`src/rtl/nano6502_pkg.sv`:
```
// Shared nano6502 definitions: IO bank numbers, interrupt controller register
// offsets and interrupt source indices.
package nano6502_pkg;

  localparam logic [7:0] IOBANK_IRQ = 8'h07;

  localparam int IRQ_NSRC = 8;

  typedef enum logic [2:0] {
    IRQ_REG_PENDING = 3'd0,
    IRQ_REG_ENABLE  = 3'd1,
    IRQ_REG_MODE    = 3'd2,
    IRQ_REG_ACTIVE  = 3'd3,
    IRQ_REG_CTRL    = 3'd4,
    IRQ_REG_SET     = 3'd5,
    IRQ_REG_CURRENT = 3'd6,
    IRQ_REG_RSVD    = 3'd7
  } irq_reg_e;

  localparam int IRQ_SRC_UART   = 0;
  localparam int IRQ_SRC_TIMER  = 1;
  localparam int IRQ_SRC_USB    = 2;
  localparam int IRQ_SRC_SD     = 3;
  localparam int IRQ_SRC_VBLANK = 4;

  localparam int IRQ_CTRL_GIE = 0;
  localparam int IRQ_CTRL_IRQ = 1;

  // CURRENT register encoding: bit 7 flags a valid index in bits 2:0.
  function automatic logic [7:0] irq_current_code(input logic valid, input logic [2:0] idx);
    return valid ? {1'b1, 4'b0000, idx} : 8'h00;
  endfunction

endpackage

```
`src/rtl/irq_prio_enc.sv`:
```
// Combinational lowest-index-wins priority encoder with a valid flag.
module irq_prio_enc #(
  parameter int N = 8,
  parameter int W = 3
) (
  input  logic [N-1:0] req_i,
  output logic [W-1:0] idx_o,
  output logic         valid_o
);

  always_comb begin
    idx_o   = '0;
    valid_o = 1'b0;
    // Scan downward so the lowest set bit is the last assignment to stick.
    for (int i = N - 1; i >= 0; i--) begin
      if (req_i[i]) begin
        idx_o   = W'(i);
        valid_o = 1'b1;
      end
    end
  end

endmodule

```
`src/rtl/irq_controller.sv`:
```
// 65C02 interrupt controller: latches level/edge sources into PENDING and
// drives a registered, globally gated IRQ line.
module irq_controller
  import nano6502_pkg::*;
#(
  parameter int NSRC = 8
) (
  input  logic            clk_i,
  input  logic            rst_n_i,
  input  logic            R_W_n,
  input  logic [2:0]      reg_addr_i,
  input  logic [2:0]      reg_addr_r_i,
  input  logic [7:0]      data_i,
  input  logic            irq_cs,
  output logic [7:0]      data_o,
  input  logic [NSRC-1:0] src_i,
  output logic            irq_o
);

  logic [NSRC-1:0] pend_q, pend_d;
  logic [NSRC-1:0] en_q, en_d;
  logic [NSRC-1:0] mode_q, mode_d;
  logic [NSRC-1:0] src_q;
  logic            gie_q, gie_d;
  logic            irq_q, irq_d;
  logic [7:0]      rdata_q, rdata_d;

  logic            wr_stb;
  logic [NSRC-1:0] src_edge;
  logic [NSRC-1:0] sw_set;
  logic [NSRC-1:0] sw_clr;
  logic [NSRC-1:0] set_evt;
  logic [NSRC-1:0] active;
  logic [2:0]      cur_idx;
  logic            cur_valid;

  assign wr_stb   = irq_cs & ~R_W_n;
  assign src_edge = src_i & ~src_q;
  assign sw_set   = (wr_stb && reg_addr_i == IRQ_REG_SET)     ? data_i : '0;
  assign sw_clr   = (wr_stb && reg_addr_i == IRQ_REG_PENDING) ? data_i : '0;
  assign active   = pend_q & en_q;

  // Set always beats clear so an event coinciding with a W1C is never lost.
  for (genvar gi = 0; gi < NSRC; gi++) begin : g_pend
    assign set_evt[gi] = (mode_q[gi] ? src_edge[gi] : src_i[gi]) | sw_set[gi];
    assign pend_d[gi]  = set_evt[gi] | (pend_q[gi] & ~sw_clr[gi]);
  end

  always_comb begin
    en_d   = en_q;
    mode_d = mode_q;
    gie_d  = gie_q;
    if (wr_stb) begin
      case (reg_addr_i)
        IRQ_REG_ENABLE: en_d   = data_i;
        IRQ_REG_MODE:   mode_d = data_i;
        IRQ_REG_CTRL:   gie_d  = data_i[IRQ_CTRL_GIE];
        default: ;
      endcase
    end
  end

  assign irq_d = gie_q & (|active);

  irq_prio_enc #(
    .N (NSRC),
    .W (3)
  ) u_prio (
    .req_i   (active),
    .idx_o   (cur_idx),
    .valid_o (cur_valid)
  );

  // Read data reflects register state before any write landing this edge.
  always_comb begin
    rdata_d = 8'h00;
    case (reg_addr_r_i)
      IRQ_REG_PENDING: rdata_d = pend_q;
      IRQ_REG_ENABLE:  rdata_d = en_q;
      IRQ_REG_MODE:    rdata_d = mode_q;
      IRQ_REG_ACTIVE:  rdata_d = active;
      IRQ_REG_CTRL:    rdata_d = {6'b000000, irq_q, gie_q};
      IRQ_REG_CURRENT: rdata_d = irq_current_code(cur_valid, cur_idx);
      default:         rdata_d = 8'h00;
    endcase
  end

  always_ff @(posedge clk_i or negedge rst_n_i) begin
    if (!rst_n_i) begin
      pend_q  <= '0;
      en_q    <= '0;
      mode_q  <= '0;
      src_q   <= '0;
      gie_q   <= 1'b0;
      irq_q   <= 1'b0;
      rdata_q <= 8'h00;
    end else begin
      pend_q  <= pend_d;
      en_q    <= en_d;
      mode_q  <= mode_d;
      src_q   <= src_i;
      gie_q   <= gie_d;
      irq_q   <= irq_d;
      rdata_q <= rdata_d;
    end
  end

  assign data_o = rdata_q;
  assign irq_o  = irq_q;

endmodule

```
`config.mk`:
```
export PLATFORM = sky130hd
export DESIGN_NAME = irq_controller
export DESIGN_NICKNAME = d
export VERILOG_FILES = /design/src/rtl/nano6502_pkg.sv /design/src/rtl/irq_prio_enc.sv /design/src/rtl/irq_controller.sv
export SDC_FILE = /design/constraint.sdc
export NUM_CORES = 1
export LEC_CHECK = 0
export CELL_PAD_IN_SITES_DETAIL_PLACEMENT = 1
export CELL_PAD_IN_SITES_GLOBAL_PLACEMENT = 1
export CORE_ASPECT_RATIO = 0.5
export CORE_MARGIN = 2
export CORE_UTILIZATION = 35
export CTS_CLUSTER_SIZE = 40
export DETAILED_ROUTE_END_ITERATION = 7
export DONT_BUFFER_PORTS = 1
export GPL_TIMING_DRIVEN = 1
export PLACE_DENSITY = 0.64
export SKIP_LAST_GASP = 1
export SYNTH_ARGS = -nofsm -noshare
export SYNTH_HDL_FRONTEND = slang
export SYNTH_SLANG_ARGS = --single-unit
```
`constraint.sdc`:
```
create_clock -name clk_i -period 1.6 [get_ports clk_i]
set_input_delay 0.16 -clock clk_i [delete_from_list [all_inputs] [get_ports clk_i]]
set_output_delay 0.16 -clock clk_i [all_outputs]
set_load 0.01 [all_outputs]
```
==> impl_metrics.env <==
export IMPL_htree_levels=2
export IMPL_ios=35
export IMPL_clock_skew_ns=0.00946
export IMPL_ir_worst_vdd_uv=363
export IMPL_drtAntennaViolNets=0
export IMPL_synthCells=152
export IMPL_firstDrtPassIters=4
export IMPL_tightest_slew_ns=0.507
export IMPL_startpoint="pend_q[2]$_DFF_PN0_"
export IMPL_antenna_found_initial=0
export IMPL_drt_iter0_drc=62
export IMPL_rows=18
export IMPL_p_leak_nw=0.927
export IMPL_hold_viol_final=0
export IMPL_outcome="completed"
export IMPL_worst_r2r_path_depth=4
export IMPL_areaGrowthSynthToFinish_pct=21.9
export IMPL_setup_viol_count_final=0
export IMPL_fmax_ghz=0.714
export IMPL_ys_types=31
export IMPL_syn_area_per_cell_um2=12.0
export IMPL_async_flop_share_pct=100
export IMPL_die_width_um=106
export IMPL_cts_tree="yes"
export IMPL_clockBufferDepth=2
export IMPL_clkSinkCount=42
export IMPL_path_max_fanout=4
export IMPL_start_util_pct=36.7
export IMPL_worstSetupPathType="reg -> reg"
export IMPL_multi_input_comb_area_um2=738
export IMPL_avgRoutedWirePerCell_um=19.2
export IMPL_wl_um=4800
export IMPL_synth_nets=178
export IMPL_numCtsBuffers=5
export IMPL_critPathCaptureType="register"
export IMPL_hpwlAfterDp_um=3220
export IMPL_grt_use_total_pct=18.1
export IMPL_arrival_ns=1.55
export IMPL_routed_via_density=5.38
export IMPL_clockRootBuffer="clkbuf_8"
export IMPL_ys_warn_count=0
export IMPL_r2r_start="pend_q[2]$_DFF_PN0_"
export IMPL_seq_area_mm2=0.00105
export IMPL_die_area_mm2=0.00584
export IMPL_tns_ns=0
export IMPL_fin_util_pct=44.7
export IMPL_clock_latency_ns=0.30
export IMPL_power_total_mw=2.46
export IMPL_io_buffers=0
export IMPL_hp_class="in -> reg"
export IMPL_die_height_um=55.1
export IMPL_drive_gt1_share_pct=19.4
export IMPL_cts_resized=0
export IMPL_vias=1344
export IMPL_hold_path_cell_count=1
export IMPL_place_gp_congestion=0.767
export IMPL_ys_ff_latch=42
export IMPL_grt_setup_unrepaired="no"
export IMPL_fin_crit_sh_pct=87.5
export IMPL_pwr_density_cell_mw_per_mm2=1100
export IMPL_hp_start="src_i[5]"
export IMPL_startpoint_type="register"
export IMPL_core_area_mm2=0.00498
export IMPL_netlist_area_mm2=0.00183
export IMPL_grt_first_pass_wirelength_um=7570
export IMPL_grt_pass1_vias=1383
export IMPL_required_ns=1.75
export IMPL_nNetsFinal=205
export IMPL_final_max_slew_viol_count=0
export IMPL_grt_overflow=0
export IMPL_synth_ff_type="dfrtp_1"
export IMPL_drc=0
export IMPL_fin_crit_ns=1.40
export IMPL_max_cap_viol_count=0
export IMPL_timing_hold_ws_ns=0.00391
export IMPL_synth_edf_count=0
export IMPL_seq_area_frac_synth_pct=57.6
export IMPL_grt_max_degree=43
export IMPL_slew_headroom_pct=66.1
export IMPL_cts_reportedPaths_clkPinSlew_ns=0.08
export IMPL_diodes=0
export IMPL_n_fill_cell=543
[per-layer routing]
layer / vias to the layer above / track usage, % / wire length, um
met5: - / 0 / 0
met4: 0 / 5.92 / 34
met3: 5 / 5.39 / 230
met2: 31 / 26.0 / 2010
met1: 683 / 26.1 / 2530
li1: 625 / - / -
[cell families (layout without fill, tap and decap cells)]
| kind of cell | Yosys count | in the layout | synth area share [%] |
|---|---|---|---|
| buffers and inverters | 9 | 37 | 1.99 |
| DFF | 42 | 42 | 57.6 |
| xor gates and xnor gates | 1 | 1 | 0.480 |
| and+or+nand+nor | 41 | 41 | 11.8 |
| AOI/OAI and AO/OA | 42 | 42 | 17.7 |
| muxes | 17 | 17 | 10.5 |
[metrics by stage]
| step | instances | worst slack (ns) | cell area [um2] |
|---|---|---|---|
| detailed placement | 223 | 0.188 | 1930 |
| global placement | 223 | 0.186 | 1930 |
| floorplan | 152 | 0.387 | 1830 |
| global route | 250 | 0.136 | 2220 |
| finish | 250 | 0.200 | 2220 |
| CTS | 243 | 0.222 | 2150 |
[power by group]
group,total (mW),switching [mW],internal (mW)
combinational,0.382,0.173,0.209
clock,0.733,0.386,0.347
sequential,1.34,0.133,1.21
total,2.46,0.692,1.76
[flip-flops by register name, summed over array words and instances (netlist names)]
signal  count
data_o      8
en_q        8
mode_q      8
pend_q      8
src_q       8
gie_q       1
irq_o       1
[worst max-delay path, stage by stage (launching register included)]
cell      delay (ns)
dfrtp_1         0.43
a22oi_1         0.31
nand3_1         0.15
nor2b_1         0.20
o311ai_0        0.16
[placed cells by master (no fill, tap or decap), types with 2 or more instances in the layout]
| cell | Yosys | final |
|---|---|---|
| a21boi_0 | 7 | 7 |
| a21oi_1 | 8 | 8 |
| a221o_1 | 8 | 8 |
| a22oi_1 | 2 | 2 |
| a32o_1 | 2 | 2 |
| and3_1 | 3 | 3 |
| buf_4 | 0 | 4 |
| clkbuf_8 | 0 | 6 |
| dfrtp_1 | 42 | 42 |
| dlygate4sd3_1 | 0 | 18 |
| inv_1 | 6 | 6 |
| mux2_2 | 17 | 17 |
| nand2_1 | 20 | 20 |
| nand3_1 | 4 | 4 |
| nand3b_1 | 2 | 2 |
| nor2_1 | 3 | 3 |
| nor2b_1 | 3 | 3 |
| nor3_1 | 2 | 2 |
| o21ai_0 | 3 | 3 |
| o221a_2 | 2 | 2 |
| o221ai_1 | 3 | 3 |
| o22ai_1 | 2 | 2 |
[synth_stat cells, types with 2 or more instances]
library cell  count  area share, %
o221a_2           2            1.2
o22ai_1           2           0.69
a221o_1           8            4.4
and3_1            3            1.0
nor2b_1           3            1.0
o21ai_0           3           0.82
buf_2             2           0.55
dfrtp_1          42             58
nand3b_1          2           0.82
a21boi_0          7            2.9
a32o_1            2            1.1
mux2_2           17             10
nor3_1            2           0.55
a21oi_1           8            2.2
nand2_1          20            4.1
a22oi_1           2           0.82
inv_1             6            1.2
nor2_1            3           0.62
o221ai_1          3            1.4
nand3_1           4            1.1
[cell type report]
| cell class | instances | share of cell area [%] |
|---|---|---|
| Clock buffer | 6 | 3.71 |
| Clock inverter | 2 | 0.562 |
| Inverter | 6 | 1.01 |
| Multi-Input combinational cell | 101 | 33.2 |
| Sequential cell | 42 | 47.2 |
| Tap cell | 70 | 3.94 |
| Timing Repair Buffer | 23 | 10.3 |
[worst paths after layout]
kind / to / slack [ns]
worst max-delay path: data_o[0]$_DFF_PN0_ / 0.20
worst min-delay path: pend_q[5]$_DFF_PN0_ / 0.004
worst max register to register: data_o[0]$_DFF_PN0_ / 0.20
worst min register to register: en_q[4]$_DFFE_PN0P_ / 0.54
max in group asynchronous: src_q[2]$_DFF_PN0_ / 1.06
min in group asynchronous: src_q[6]$_DFF_PN0_ / 0.33
[timing repair]
item | CTS | global route
hold buffers | 12 | 7
endpoints found under the hold margin | 53 | 7
setup buffers | 0 | 0
endpoints found under the setup margin | 0 | 0
Power figures use the tool's default switching activity.
